File: config.mk
export PLATFORM = sky130hd
export DESIGN_NAME = im_filter_ctrl_param
export DESIGN_NICKNAME = d
export VERILOG_FILES = /design/src/rtl/im_filter_ctrl_param.sv
export SDC_FILE = /design/constraint.sdc
export NUM_CORES = 1
export LEC_CHECK = 0
export BUFFER_PORTS_ARGS = -buffer_cell sky130_fd_sc_hd__buf_2
export CAP_MARGIN = 20
export CORE_AREA = 2 2 114 139
export CTS_CLUSTER_DIAMETER = 100
export DETAILED_ROUTE_END_ITERATION = 16
export DIE_AREA = 0 0 116 141
export PLACE_DENSITY = 0.75
export SLEW_MARGIN = 20
export SYNTH_ARGS = -nofsm -noshare
export SYNTH_HDL_FRONTEND = slang
export SYNTH_SLANG_ARGS = --single-unit
File: constraint.sdc
create_clock -name clk -period 7.4 [get_ports clk]
set_input_delay 0.74 -clock clk [delete_from_list [all_inputs] [get_ports clk]]
set_output_delay 0.74 -clock clk [all_outputs]
set_load 0.1 [all_outputs]
File: src/rtl/im_filter_ctrl_param.sv
// Control unit for the spatial filter datapath: decodes the tagged input stream, tracks
// input and window-centre positions for a run-time image size, and flushes the frame tail.
module im_filter_ctrl_param #(
    parameter int DATA_BIT      = 15,
    parameter int DATA_IDBIT    = 2,
    parameter int CNT_BIT       = 10,
    parameter int MASK_WIDTH    = 7,
    parameter int CF_IDX_BIT    = 6,
    parameter int MAX_ROW_WIDTH = 640,
    parameter int MAX_COL_WIDTH = 480
) (
    input  logic                  clk,
    input  logic                  reset_in,
    input  logic                  data_in_valid,
    input  logic [DATA_IDBIT-1:0] data_id,
    input  logic [DATA_BIT-1:0]   data_in,
    output logic                  data_in_ready,
    output logic                  ctrl2buf_valid,
    output logic [DATA_BIT-1:0]   data_out,
    output logic                  update_cf,
    output logic [CF_IDX_BIT-1:0] cf_index,
    output logic                  win_valid,
    output logic [CNT_BIT-1:0]    center_row,
    output logic [CNT_BIT-1:0]    center_col,
    output logic [1:0]            border_mode,
    output logic                  busy,
    output logic                  frame_done,
    output logic                  cfg_err
);
    localparam int HALF    = (MASK_WIDTH - 1) / 2;
    localparam int DIM_BIT = CNT_BIT + 1;
    // The flush distance HALF*W+HALF can outgrow CNT_BIT, so push/flush counters get their own width.
    localparam int FL_BIT  = $clog2(HALF * MAX_ROW_WIDTH + HALF + 1);

    localparam logic [DIM_BIT-1:0]    MIN_DIM = DIM_BIT'(MASK_WIDTH);
    localparam logic [DIM_BIT-1:0]    MAX_W   = DIM_BIT'(MAX_ROW_WIDTH);
    localparam logic [DIM_BIT-1:0]    MAX_H   = DIM_BIT'(MAX_COL_WIDTH);
    localparam logic [DIM_BIT-1:0]    ONE_D   = DIM_BIT'(1);
    localparam logic [CNT_BIT-1:0]    ONE_C   = CNT_BIT'(1);
    localparam logic [FL_BIT-1:0]     ONE_F   = FL_BIT'(1);
    localparam logic [FL_BIT-1:0]     HALF_F  = FL_BIT'(HALF);
    localparam logic [CF_IDX_BIT-1:0] CF_LAST = CF_IDX_BIT'(MASK_WIDTH * MASK_WIDTH - 1);
    localparam logic [CF_IDX_BIT-1:0] ONE_CF  = CF_IDX_BIT'(1);
    localparam logic [DATA_IDBIT-1:0] ID_PIX  = DATA_IDBIT'(0);
    localparam logic [DATA_IDBIT-1:0] ID_COEF = DATA_IDBIT'(1);
    localparam logic [DATA_IDBIT-1:0] ID_CFG  = DATA_IDBIT'(2);

    typedef enum logic [1:0] {S_IDLE = 2'd0, S_STREAM = 2'd1, S_FLUSH = 2'd2} state_t;

    state_t                r_state, w_nextState;
    logic [DIM_BIT-1:0]    r_width, r_height;
    logic [CNT_BIT-1:0]    r_inRow, r_inCol, r_cRow, r_cCol;
    logic [FL_BIT-1:0]     r_pushCnt, r_flushCnt;
    logic [CF_IDX_BIT-1:0] r_cfIdx;
    logic                  r_flushLast;

    logic               w_accept, w_pixel, w_flushPush, w_push, w_win;
    logic               w_lastPixel, w_lastPush, w_startFrame;
    logic               w_setW, w_setH, w_setMode, w_cfWrite, w_cfgErr;
    logic               w_inColEnd, w_inRowEnd, w_cColEnd;
    logic [DIM_BIT-1:0] w_cfgVal, w_wMax, w_hMax;
    logic [FL_BIT-1:0]  w_dist;

    assign w_accept   = data_in_valid & data_in_ready;
    assign w_cfgVal   = {1'b0, data_in[CNT_BIT+1:2]} + ONE_D;
    assign w_wMax     = r_width - ONE_D;
    assign w_hMax     = r_height - ONE_D;
    assign w_dist     = HALF_F * FL_BIT'(r_width) + HALF_F;
    assign w_inColEnd = ({1'b0, r_inCol} == w_wMax);
    assign w_inRowEnd = ({1'b0, r_inRow} == w_hMax);
    assign w_cColEnd  = ({1'b0, r_cCol} == w_wMax);
    assign w_push     = w_pixel | w_flushPush;
    assign w_win      = w_push & (r_pushCnt == w_dist);

    always_ff @(posedge clk or posedge reset_in) begin
        if (reset_in) r_state <= S_IDLE;
        else          r_state <= w_nextState;
    end

    always_comb begin
        w_nextState  = r_state;
        w_pixel      = 1'b0;
        w_flushPush  = 1'b0;
        w_lastPixel  = 1'b0;
        w_lastPush   = 1'b0;
        w_startFrame = 1'b0;
        w_setW       = 1'b0;
        w_setH       = 1'b0;
        w_setMode    = 1'b0;
        w_cfWrite    = 1'b0;
        w_cfgErr     = 1'b0;
        case (r_state)
            S_IDLE: begin
                if (w_accept) begin
                    if (data_id == ID_PIX) begin
                        w_pixel      = 1'b1;
                        w_startFrame = 1'b1;
                        w_nextState  = S_STREAM;
                    end else if (data_id == ID_COEF) begin
                        w_cfWrite = 1'b1;
                    end else if (data_id == ID_CFG) begin
                        case (data_in[1:0])
                            2'd0: if (w_cfgVal >= MIN_DIM && w_cfgVal <= MAX_W) w_setW = 1'b1;
                                  else w_cfgErr = 1'b1;
                            2'd1: if (w_cfgVal >= MIN_DIM && w_cfgVal <= MAX_H) w_setH = 1'b1;
                                  else w_cfgErr = 1'b1;
                            2'd2: w_setMode = 1'b1;
                            default: ;
                        endcase
                    end
                end
            end
            S_STREAM: begin
                if (w_accept) begin
                    if (data_id == ID_PIX) begin
                        w_pixel = 1'b1;
                        if (w_inColEnd && w_inRowEnd) begin
                            w_lastPixel = 1'b1;
                            w_nextState = S_FLUSH;
                        end
                    end else if (data_id == ID_COEF || data_id == ID_CFG) begin
                        w_cfgErr = 1'b1;
                    end
                end
            end
            S_FLUSH: begin
                w_flushPush = 1'b1;
                if (r_flushCnt == ONE_F) begin
                    w_lastPush  = 1'b1;
                    w_nextState = S_IDLE;
                end
            end
            default: w_nextState = S_IDLE;
        endcase
    end

    // Registered outputs and configuration; busy stays up through the final flush push.
    always_ff @(posedge clk or posedge reset_in) begin
        if (reset_in) begin
            data_in_ready  <= 1'b1;
            ctrl2buf_valid <= 1'b0;
            data_out       <= '0;
            update_cf      <= 1'b0;
            cf_index       <= '0;
            win_valid      <= 1'b0;
            center_row     <= '0;
            center_col     <= '0;
            busy           <= 1'b0;
            frame_done     <= 1'b0;
            cfg_err        <= 1'b0;
            border_mode    <= 2'd0;
            r_flushLast    <= 1'b0;
            r_width        <= MAX_W;
            r_height       <= MAX_H;
            r_cfIdx        <= '0;
        end else begin
            data_in_ready  <= (w_nextState != S_FLUSH);
            ctrl2buf_valid <= w_push;
            data_out       <= (w_pixel || w_cfWrite) ? data_in : '0;
            update_cf      <= w_cfWrite;
            cf_index       <= w_cfWrite ? r_cfIdx : '0;
            win_valid      <= w_win;
            center_row     <= w_win ? r_cRow : '0;
            center_col     <= w_win ? r_cCol : '0;
            busy           <= (w_nextState != S_IDLE) || (r_state == S_FLUSH);
            r_flushLast    <= w_lastPush;
            frame_done     <= r_flushLast;
            cfg_err        <= w_cfgErr;
            if (w_setW)    r_width <= w_cfgVal;
            if (w_setH)    r_height <= w_cfgVal;
            if (w_setMode) border_mode <= (data_in[3:2] == 2'd3) ? 2'd0 : data_in[3:2];
            if (w_cfWrite)         r_cfIdx <= (r_cfIdx == CF_LAST) ? '0 : r_cfIdx + ONE_CF;
            else if (w_startFrame) r_cfIdx <= '0;
        end
    end

    // Position tracking: the window centre only starts moving once D pushes have gone by.
    always_ff @(posedge clk or posedge reset_in) begin
        if (reset_in) begin
            r_inRow    <= '0;
            r_inCol    <= '0;
            r_cRow     <= '0;
            r_cCol     <= '0;
            r_pushCnt  <= '0;
            r_flushCnt <= '0;
        end else begin
            if (w_lastPush) begin
                r_cRow    <= '0;
                r_cCol    <= '0;
                r_pushCnt <= '0;
            end else if (w_win) begin
                if (w_cColEnd) begin
                    r_cCol <= '0;
                    r_cRow <= r_cRow + ONE_C;
                end else begin
                    r_cCol <= r_cCol + ONE_C;
                end
            end else if (w_push) begin
                r_pushCnt <= r_pushCnt + ONE_F;
            end
            if (w_pixel) begin
                if (w_lastPixel) begin
                    r_inCol <= '0;
                    r_inRow <= '0;
                end else if (w_inColEnd) begin
                    r_inCol <= '0;
                    r_inRow <= r_inRow + ONE_C;
                end else begin
                    r_inCol <= r_inCol + ONE_C;
                end
            end
            if (w_lastPixel)        r_flushCnt <= w_dist;
            else if (w_flushPush)   r_flushCnt <= r_flushCnt - ONE_F;
        end
    end
endmodule
==> reports/metrics.yaml, run 1 <==
run:
  max_cap_violations: 0
sta:
  tns_ns: 0
  maxSlewHeadroom_pct: 32.7
  tightest_slew_ns: 1.01
  finalMaxSlewViolations: 0
  setup_viol: 0
  timing.final.ws_setup_ns: 2.80
  grt_setup_unrepaired: "no"
  period_minus_slack_ns: 4.60
  fmax_ghz: 0.217
  hold_violations: 0
  skew_ns: 0.00661
  min_period_over_period_pct: 62.2
cts:
  cts_resized: 0
  clk_path_buf_depth: 2
  hold_buffers: 0
  clkLatencyLatePin_ns: 0.44
  clk_pin_slew_ns: 0.06
  cts-buffers-inserted: 17
  cts_max_level: 4
  cts_tree: "built"
  root_buffer: "clkbuf_16"
  cts_sinks: 143
  post_cts_buffers: 0
floorplan:
  rows: 50
  die_w_um: 116
  die_area_um2: 16400
  core-area_um2: 15100
  die_y_um: 141
  start_util_pct: 55.5
  boundaryPins: 70
logic_synthesis:
  yosysTopAreaCellShare_pct: 40.5
  synth_top_flop_cell: "dfrtp_1"
  synth_edf_count: 0
  syn_inst: 870
  yosysMostFrequentCell: "dfrtp_1"
  yosysTopAreaCell: "dfrtp_1"
  yosysSeqAreaShare_pct: 42.7
  syn-cell-area_um2: 8400
  synth_warnings: 0
  synth_seq_cells: 143
  postSynthAreaPerCell_um2: 9.66
  async_reset_ff_share_pct: 100
  synth.distinct_cells: 67
  yosys-top-cells-count: "dfrtp_1, nor2_1, nand2_1, xnor2_1, o21ai_0"
  syn-num-nets: 937
  synth.area.top_cells: "dfrtp_1, ha_1, xnor2_1"
global_routing:
  grt_use_met1_pct: 29.2
  grtUsageMet3_pct: 4.82
  antenna_found_initial: 0
  grt_overflow: 0
  grt.busiest_layer: "met2"
  grt_usage_pct: 24.6
  grt_util_met2_pct: 42.4
  grt_pass1_wl_mm: 31.5
  grt_max_degree: 82
  grt_pass1_vias: 6506
power_and_ir_drop:
  p_sw_share_pct: 26.3
  p_per_area_nw_per_um2: 202
  ir_drop_mv: 0.137
  comb_power_share_pct: 8.9
  seq_power_share_pct: 44.8
  leakage_nw: 4.55
  power.internal_mw: 1.41
  switchingPower_mw: 0.503
  pwr-share-clk_pct: 46.3
  power_mw: 1.91
finish:
  area_growth_pct: 13.0
  fin_cells: 1151
  fin_area_um2: 9500
  fill_cells: 1301
  antenna-diode-count: 0
  drive_gt1_share_pct: 14.7
  nNetsFinal: 997
setup_path:
  cp_max_fo: 25
  worstPathRequired_ns: 7.74
  path_class: "register to register"
  arrival_ns: 4.94
  crit_path_end_kind: "register"
  cp-start-kind: "register"
  worst-r2r-setup-slack_ns: 2.80
routing:
  postRouteWirelength_mm: 18.9
  post_drt_wl_per_cell_um: 16.4
  vias: 6623
  initialDrtViolationCount: 387
  drtAntennaViolNets: 0
  dr.pass1.iters: 5
  remaining_drc_errors: 0
  via_per_inst: 5.75
place:
  dp_hpwl_mm: 13.6
  dpl-instance-area_um2: 8880
  place_ws_ns: 2.90
  gp_congestion: 0.873
  portBuffers: 69
  dp.cells: 1119
worst_hold_path:
  hold_class: "input pin to asynchronous set/reset pin"
run_status:
  status: "finished clean"
==> cell usage in the layout (no fill, tap or decap), types with 4 or more instances in the layout <==
cell type and count:
dfrtp_1 136, or4_1 8, o31ai_1 13, ha_1 47, a211oi_1 4, o21ai_0 48
xor2_1 37, nand4_1 18, xnor2_1 50, or3_1 11, nor3_1 18, dfstp_2 7
nor4_1 9, mux2i_1 15, a21boi_0 4, o2111ai_1 4, o211ai_1 4, and3_1 47
nand3_1 41, inv_1 42, clkbuf_16 17, nand2_1 57, mux2_2 14, nand4b_1 7
nor2b_1 17, inv_6 4, a21oi_1 41, nor2_1 63, and2_1 6, nand2b_1 13
buf_2 69
==> registers in the layout (all words and copies together) (netlist names), 2 cells and up <==
register     cells
r_width         11
center_row      10
r_flushCnt      11
data_out        15
r_cRow          10
r_cCol          10
center_col      10
r_height        11
r_inCol         10
cf_index         6
r_pushCnt       11
r_inRow         10
border_mode      2
r_cfIdx          6
r_state          2
==> metrics by stage <==
step / util (%) / hold slack (ns)
2_1_floorplan: - / 0.331
3_3_place_gp: 58.7 / 0.335
3_5_place_dp: 58.7 / 0.347
4_1_cts: 62.7 / 0.362
5_1_grt: 62.7 / 0.367
6_report: 62.7 / 0.355
==> power by group through the flow <==
stage	sequential (mW)	clock, mW	combinational, mW
final	0.858	0.886	0.170
after global routing	0.862	0.932	0.193
after CTS	0.856	0.897	0.171
after detailed placement	0.870	0	0.171
after global placement	0.870	0	0.167
after floorplan	0.872	0	0.119
==> critical path, cell delays in order, from the launching register on <==
cell,delay [ns]
dfrtp_1,0.57
inv_1,0.14
ha_1,0.33
ha_1,0.38
nand3_1,0.17
o211a_1,0.29
o311ai_0,0.59
xor2_1,0.16
a21oi_2,0.77
nand2_2,0.34
or4_1,0.59
a21oi_1,0.18
==> final timing paths <==
path                                   from       endpoint  cells after the start
worst max register to register   r_width[2]      r_cCol[9]                     11
worst max-delay path             r_width[2]      r_cCol[9]                     11
worst min register to register  r_flushLast     frame_done                      0
max in group asynchronous          reset_in  r_flushCnt[6]                      3
worst min-delay path               reset_in     r_inCol[7]                      2
min in group clk                r_flushLast     frame_done                      0
==> cell type report <==
cell class | count | area, um2 | share of cell area [%]
inverter | 43 | 166 | 1.75
tap | 208 | 260 | 2.74
sequential | 143 | 3590 | 37.8
clock inverter | 15 | 183 | 1.92
multi-input combinational | 653 | 4500 | 47.4
timing repair buffer | 72 | 372 | 3.91
clock buffer | 17 | 425 | 4.48
==> per-layer routing <==
| metal | share of wire (%) | wire, um |
|---|---|---|
| met1 | 41 | 7720 |
| met2 | 51 | 9660 |
| met3 | 4.3 | 811 |
| met4 | 3.5 | 669 |
| met5 | 0 | 0 |
==> cell families (layout without fill, tap and decap cells) <==
family | after synthesis | in the layout | synth area share, %
adder cells (fa/ha/maj) | 47 | 47 | 7.00
buffers and inverters | 74 | 147 | 3.78
flip-flops | 143 | 143 | 42.7
XOR/XNOR | 90 | 90 | 9.92
AO/OA/AOI/OAI | 145 | 145 | 10.8
multiplexers | 29 | 29 | 3.66
AND/OR/NAND/NOR | 342 | 342 | 22.1
No activity file was read; power rests on OpenSTA's default activity.
==> inputs of run 2 (changes only) <==
--- a/config.mk
+++ b/config.mk
@@ -5,13 +5,14 @@
 export SDC_FILE = /design/constraint.sdc
 export NUM_CORES = 1
 export LEC_CHECK = 0
+export ABC_AREA = 1
 export BUFFER_PORTS_ARGS = -buffer_cell sky130_fd_sc_hd__buf_2
 export CAP_MARGIN = 20
-export CORE_AREA = 2 2 114 139
+export CORE_AREA = 2 2 122 148
 export CTS_CLUSTER_DIAMETER = 100
 export DETAILED_ROUTE_END_ITERATION = 16
-export DIE_AREA = 0 0 116 141
-export PLACE_DENSITY = 0.75
+export DIE_AREA = 0 0 124 150
+export PLACE_DENSITY = 0.77
 export SLEW_MARGIN = 20
 export SYNTH_ARGS = -nofsm -noshare
 export SYNTH_HDL_FRONTEND = slang
==> constraint.sdc (replaced) <==
create_clock -name clk -period 3.8 [get_ports clk]
set_input_delay 0.38 -clock clk [delete_from_list [all_inputs] [get_ports clk]]
set_output_delay 0.38 -clock clk [all_outputs]
set_load 0.1 [all_outputs]
==> reports/metrics.yaml, run 2 <==
power_and_ir_drop:
  comb_power_share_pct: 2.7  # was 8.9%
  p_sw_share_pct: 21.4  # was 26.3%
  power.internal_mw: 2.73  # was 1.41 mW
  power_mw: 3.48  # was 1.91 mW
  ir_drop_mv: 0.272  # was 0.137 mV
  leakage_nw: 5.97  # was 4.55 nW
  switchingPower_mw: 0.744  # was 0.503 mW
  seq_power_share_pct: 43.8  # was 44.8%
  p_per_area_nw_per_um2: 327  # was 202 nW/um2
  pwr-share-clk_pct: 53.4  # was 46.3%
run:
  max_cap_violations: 0  # unchanged
place:
  portBuffers: 69  # unchanged
  dp_hpwl_mm: 16.7  # was 13.6 mm
  place_ws_ns: 0.681  # was 2.90 ns
  gp_congestion: 0.932  # was 0.873
  dp.cells: 1545  # was 1,119
  dpl-instance-area_um2: 9990  # was 8880 um2
routing:
  postRouteWirelength_mm: 22.3  # was 18.9 mm
  via_per_inst: 5.30  # was 5.75
  initialDrtViolationCount: 423  # was 387
  post_drt_wl_per_cell_um: 14.1  # was 16.4 um
  remaining_drc_errors: 0  # unchanged
  vias: 8353  # was 6,623
  drtAntennaViolNets: 0  # unchanged
  dr.pass1.iters: 5  # unchanged
finish:
  drive_gt1_share_pct: 14.7  # about the same
  fin_cells: 1577  # was 1,151
  fin_util_pct: 61.7  # was 62.7%
  fin_area_um2: 10600  # was 9500 um2
  largest_register_ffs: 15  # unchanged
  antenna-diode-count: 0  # unchanged
  area_growth_pct: 12.4  # was 13.0%
  nNetsFinal: 1411  # was 997
  top_register: "data_out"  # unchanged
  layout_commonest_cell: "nand2_1"  # was dfrtp_1
  final_cell_mix: "nand2_1, inv_1, nand3_1"  # was dfrtp_1, buf_2, nor2_1
cts:
  cts-buffers-inserted: 17  # unchanged
  clk_path_buf_depth: 2  # unchanged
  cts_max_level: 4  # unchanged
  cts_sinks: 143  # unchanged
  clkLatencyLatePin_ns: 0.43  # was 0.44 ns
  root_buffer: "clkbuf_16"  # unchanged
  cts_tree: "built"  # unchanged
  post_cts_buffers: 0  # unchanged
  clk_pin_slew_ns: 0.06  # about the same
  hold_buffers: 0  # unchanged
  cts_resized: 0  # unchanged
setup_path:
  r2r_start: "r_width[0]"  # was r_width[2]
  reg2reg_depth: 16  # was 11
  slowest_delay_ns: 0.70  # was 0.77 ns
  critPathTopFamily: "simple AND/OR/NAND/NOR gates"  # was compound AO/OA/AOI/OAI gates
  rr_endpoint: "r_flushCnt[10]"  # was r_cCol[9]
  crit_top_cell: "nand2_1"  # was ha_1
  path_buf_inv: 2  # was 1
  path_cells: "inv_4, ha_1, nand2_2, nand2_1, nand2_1, nand2_1, nand2_1, nand2_1, nor2_1, nand3_1, nor2_2, nand3_2, nand2_1, inv_1, nand2_1, nand2_1"  # was inv_1, ha_1, ha_1, nand3_1, o211a_1, o311ai_0, xor2_1, a21oi_2, nand2_2, or4_1, a21oi_1
  path_class: "register to register"  # unchanged
  worstPathRequired_ns: 4.12  # was 7.74 ns
  cpMaxStageDelayCell: "dfrtp_1"  # was a21oi_2
  worst-r2r-setup-slack_ns: 0.62  # was 2.80 ns
  crit_path_end_kind: "register"  # unchanged
  cp_max_fo: 24  # was 25
  cp-start-kind: "register"  # unchanged
  arrival_ns: 3.50  # was 4.94 ns
logic_synthesis:
  synth.distinct_cells: 44  # was 67
  syn-num-nets: 1338  # was 937
  synth_edf_count: 0  # unchanged
  postSynthAreaPerCell_um2: 7.45  # was 9.66 um2
  syn_inst: 1271  # was 870
  synth-xor-area-share_pct: 6.08  # was 9.92%
  async_reset_ff_share_pct: 100  # unchanged
  synth-compound-area-share_pct: 5.27  # was 10.8%
  synth_top_flop_cell: "dfrtp_1"  # unchanged
  synth_top_family_by_area: "simple AND/OR/NAND/NOR gates"  # unchanged
  syn-cell-area_um2: 9470  # was 8400 um2
  yosysSeqAreaShare_pct: 37.9  # was 42.7%
  yosysTopAreaCellShare_pct: 35.9  # was 40.5%
  yosysMostFrequentCell: "nand2_1"  # was dfrtp_1
  muxShareOfSynthArea_pct: 0.238  # was 3.66%
  yosys-top-cells-count: "nand2_1, inv_1, nand3_1, nor2_1, dfrtp_1"  # was dfrtp_1, nor2_1, nand2_1, xnor2_1, o21ai_0
  synth_warnings: 0  # unchanged
  yosys.area_share.simple_pct: 34.9  # was 22.1%
  synth.area.top_cells: "dfrtp_1, nand2_1, inv_1"  # was dfrtp_1, ha_1, xnor2_1
  synth_seq_cells: 143  # unchanged
  yosysTopAreaCell: "dfrtp_1"  # unchanged
  synth_fa_ha_area_share_pct: 6.21  # was 7.00%
floorplan:
  die_w_um: 124  # was 116 um
  die_area_um2: 18600  # was 16,400 um2
  die_y_um: 150  # was 141 um
  start_util_pct: 54.9  # was 55.5%
  core-area_um2: 17200  # was 15,100 um2
  boundaryPins: 70  # unchanged
  rows: 53  # was 50
sta:
  tns_ns: 0  # unchanged
  min_period_over_period_pct: 83.6  # was 62.2%
  timing.final.ws_setup_ns: 0.621  # was 2.80 ns
  hold_violations: 0  # unchanged
  period_minus_slack_ns: 3.18  # was 4.60 ns
  timing.hold.ws_ns: 0.156  # was 0.355 ns
  finalMaxSlewViolations: 0  # unchanged
  fmax_ghz: 0.315  # was 0.217 GHz
  skew_ns: 0.00666  # was 0.00661 ns
  grt_setup_unrepaired: "no"  # unchanged
  setup_viol: 0  # unchanged
  tightest_slew_ns: 0.982  # was 1.01 ns
  maxSlewHeadroom_pct: 34.3  # was 32.7%
run_status:
  status: "finished clean"  # unchanged
global_routing:
  grt_max_degree: 144  # was 82
  grt_pass1_vias: 8023  # was 6,506
  grt_pass1_wl_mm: 36.9  # was 31.5 mm
  grt_overflow: 0  # unchanged
  grt_usage_pct: 25.1  # was 24.6%
  antenna_found_initial: 0  # unchanged
worst_hold_path:
  hold_class: "input pin to register"  # was input pin to asynchronous set/reset pin
  whs_endpoint: "data_out[14]"
  min_path_cells: 3
  hp-start: "data_in[14]"
## run 2: cell types whose count changed in the layout (fill, tap and decap cells not counted), moves of 15 or more
cell | previous run | this run
and3_1 | 47 | 2
nor2b_1 | 17 | 0
a21oi_1 | 41 | 12
nor2_1 | 63 | 137
inv_1 | 42 | 190
nand2_2 | 1 | 17
nand2_1 | 57 | 307
o21ai_0 | 48 | 33
o21ai_1 | 0 | 15
nand3_1 | 41 | 139
mux2i_1 | 15 | 0
xnor2_1 | 50 | 11
## run 2: worst min-delay path, cell delays in order
cell and delay, ns:
buf_2 0.09, inv_1 0.04, nor2_1 0.03
## run 2: worst max path at each step
stage                     cells past startpoint              to       start  slack (ns)
after CTS                                    16  r_flushCnt[10]  r_width[0]        0.67
after detailed placement                     16  r_flushCnt[10]  r_width[0]        0.68
after global placement                       16   r_flushCnt[7]  r_width[0]        0.72
after floorplan                              18    r_pushCnt[7]  r_width[7]        1.17
after global routing                         16   center_col[0]  r_width[2]        0.38
final                                        16  r_flushCnt[10]  r_width[0]        0.62
## run 2: layout make-up
type                       count  area (um2)
clock inverter                13         210
sequential                   143        3590
timing repair buffer          72         380
tap                          220         275
multi-input combinational    910        4990
inverter                     200         757
fill                        1554        6600
clock buffer                  19         443
## run 2: routing by layer
metal	part of all wire, %	up-vias	GRT usage [%]
li1	-	4148	-
met1	43	3912	30.4
met2	49	254	43.6
met3	5.3	39	4.57
met4	2.7	0	9.94
met5	0	-	0
## run 2: logic make-up (layout without fill, tap and decap cells)
kind of cell | Yosys count | after routing
simple gates | 713 | 713
buf+inv | 218 | 304
flops | 143 | 143
compound gates | 84 | 84
xor+xnor | 64 | 64
fa+ha+maj | 47 | 47
mux | 2 | 2
## run 2: power groups by stage
| stage | combinational [mW] | sequential (mW) | clock, mW |
|---|---|---|---|
| final | 0.0948 | 1.52 | 1.86 |
| after global routing | 0.108 | 1.52 | 1.94 |
| after CTS | 0.0969 | 1.52 | 1.88 |
| after detailed placement | 0.0953 | 1.55 | 0 |
| after global placement | 0.0942 | 1.55 | 0 |
| after floorplan | 0.0568 | 1.55 | 0 |
==> inputs of run 3 (changes only) <==
==> constraint.sdc (replaced) <==
create_clock -name clk -period 2.7 [get_ports clk]
set_input_delay 0.27 -clock clk [delete_from_list [all_inputs] [get_ports clk]]
set_output_delay 0.27 -clock clk [all_outputs]
set_load 0.1 [all_outputs]
==> reports/metrics.yaml, run 3 (same netlist as run 2, synthesis figures left out) <==
setup_path:
  worstPathRequired_ns: 3.07  # was 4.12 ns
  crit_top_cell: "nand2_1"  # unchanged
  cp_max_fo: 5  # was 24
  path_cells: "inv_2, ha_4, ha_4, nand2_2, inv_1, a21oi_2, nand2_1, nand2_1, nand3_1, nand2_1, nand3_1, nor2_2, nand3_2, nand2_4, buf_6, nand3_1, nand2_1"  # was inv_4, ha_1, nand2_2, nand2_1, nand2_1, nand2_1, nand2_1, nand2_1, nor2_1, nand3_1, nor2_2, nand3_2, nand2_1, inv_1, nand2_1, nand2_1
  cp-start-kind: "register"  # unchanged
  path_buf_inv: 3  # was 2
  path_class: "register to register"  # unchanged
  arrival_ns: 3.01  # was 3.50 ns
  cpMaxStageDelayCell: "dfstp_2"  # was dfrtp_1
  slowest_delay_ns: 0.54  # was 0.70 ns
  critPathTopFamily: "simple AND/OR/NAND/NOR gates"  # unchanged
  crit_path_end_kind: "register"  # unchanged
floorplan:
  die_area_um2: 18600  # unchanged
  core-area_um2: 17200  # unchanged
  start_util_pct: 54.9  # unchanged
  die_y_um: 150  # unchanged
  rows: 53  # unchanged
  die_w_um: 124  # unchanged
  boundaryPins: 70  # unchanged
sta:
  hold_violations: 0  # unchanged
  min_period_over_period_pct: 97.6  # was 83.6%
  maxSlewHeadroom_pct: 29.2  # was 34.3%
  period_minus_slack_ns: 2.64  # was 3.18 ns
  tightest_slew_ns: 1.06  # was 0.982 ns
  fmax_ghz: 0.379  # was 0.315 GHz
  timing.hold.ws_ns: 0.0426  # was 0.156 ns
  skew_ns: 0.00678  # was 0.00666 ns
  setup_viol: 0  # unchanged
  finalMaxSlewViolations: 0  # unchanged
routing:
  drtAntennaViolNets: 0  # unchanged
  dr.pass1.iters: 5  # unchanged
  postRouteWirelength_mm: 23.5  # was 22.3 mm
  vias: 8633  # was 8,353
  via_per_inst: 5.33  # was 5.30
  remaining_drc_errors: 0  # unchanged
  post_drt_wl_per_cell_um: 14.5  # was 14.1 um
  initialDrtViolationCount: 500  # was 423
finish:
  nNetsFinal: 1454  # was 1,411
  antenna-diode-count: 0  # unchanged
  final_cell_mix: "nand2_1, inv_1, dfrtp_1"  # was nand2_1, inv_1, nand3_1
  seq_area_um2: 3590  # unchanged
  top_register: "data_out"  # unchanged
  multi_input_area_um2: 5440  # was 4990 um2
  layout_commonest_cell: "nand2_1"  # unchanged
  largest_register_ffs: 15  # unchanged
  fin_area_um2: 11500  # was 10,600 um2
  drive_gt1_share_pct: 22.5  # was 14.7%
  area_growth_pct: 21.0  # was 12.4%
  fill_cells: 1384  # was 1,554
cts:
  cts-buffers-inserted: 17  # unchanged
  clkLatencyLatePin_ns: 0.43  # about the same
  clk_pin_slew_ns: 0.06  # about the same
  clk_path_buf_depth: 2  # unchanged
  cts_max_level: 4  # unchanged
  cts_sinks: 143  # unchanged
  hold_buffers: 0  # unchanged
  root_buffer: "clkbuf_16"  # unchanged
  cts_tree: "built"  # unchanged
worst_hold_path:
  hold_class: "input pin to register"  # unchanged
global_routing:
  grt_overflow: 0  # unchanged
  grt_usage_pct: 25.3  # was 25.1%
  grt_pass1_vias: 8077  # was 8,023
  grt_max_degree: 144  # unchanged
  antenna_found_initial: 0  # unchanged
  grt_pass1_wl_mm: 37.1  # was 36.9 mm
power_and_ir_drop:
  power_mw: 4.81  # was 3.48 mW
  p_per_area_nw_per_um2: 419  # was 327 nW/um2
  leakage_nw: 6.25  # was 5.97 nW
  ir_drop_mv: 0.413  # was 0.272 mV
place:
  dpl-instance-area_um2: 10300  # was 9990 um2
  gp_congestion: 0.886  # was 0.932
  dp_hpwl_mm: 16.3  # was 16.7 mm
  portBuffers: 69  # unchanged
run:
  max_cap_violations: 0  # unchanged
run_status:
  status: "finished clean"  # unchanged
-- run 3: final timing paths --
path                            cells after the start        start  slack (ns)            end
worst max-delay path                               17   r_width[7]        0.06      r_cRow[2]
worst min-delay path                                3  data_in[12]        0.04   data_out[12]
worst max register to register                     17   r_width[7]        0.06      r_cRow[2]
worst min register to register                      0  r_flushLast        0.35     frame_done
max in group asynchronous                           3     reset_in        2.08  r_flushCnt[0]
min in group asynchronous                           3     reset_in        0.07  center_col[7]
-- run 3: timing repair --
| item | in CTS | in global routing |
|---|---|---|
| pin swaps | 1 | 34 |
| cloned | 0 | 2 |
| gates resized for setup | 6 | 95 |
| buffers inserted | 0 | 9 |
| endpoints found under the setup margin | 10 | 57 |
-- run 3: routing by layer --
metal | track usage, % | vias to the layer above | routed length [um]
met4 | 10.8 | 0 | 805
met2 | 42.5 | 277 | 11600
met1 | 32.0 | 4050 | 9870
met5 | 0 | - | 0
met3 | 4.08 | 62 | 1170
li1 | - | 4244 | -
-- run 3: layout make-up --
type / count / area share, %
timing repair buffer: 114 / 6.68
sequential: 143 / 31.3
clock inverter: 13 / 1.64
clock buffer: 19 / 3.87
tap: 220 / 2.40
multi-input combinational: 911 / 47.5
inverter: 200 / 6.65
-- run 3: through the flow --
stage | worst slack (ns) | util, % | TNS (ns) | instances
floorplan | 0.0681 | - | 0 | 1271
global placement | 0.0536 | 59.5 | 0 | 1577
detailed placement | -0.0453 | 59.5 | -0.129 | 1577
CTS | 0.00858 | 63.3 | 0 | 1609
global route | -0.105 | 66.5 | -1.56 | 1620
finish | 0.0635 | 66.5 | 0 | 1620
-- run 3: power breakdown --
part	switching (mW)	total, mW	internal (mW)
Clock	0.954	2.53	1.57
Combinational	0.101	0.135	0.0341
Sequential	0	2.14	2.14
-- run 3: tightest hold or removal path: cells and delay by family --
| family | cells | cell delay (ns) |
|---|---|---|
| buffers and inverters | 2 | 0.13 |
| and+or+nand+nor | 1 | 0.03 |
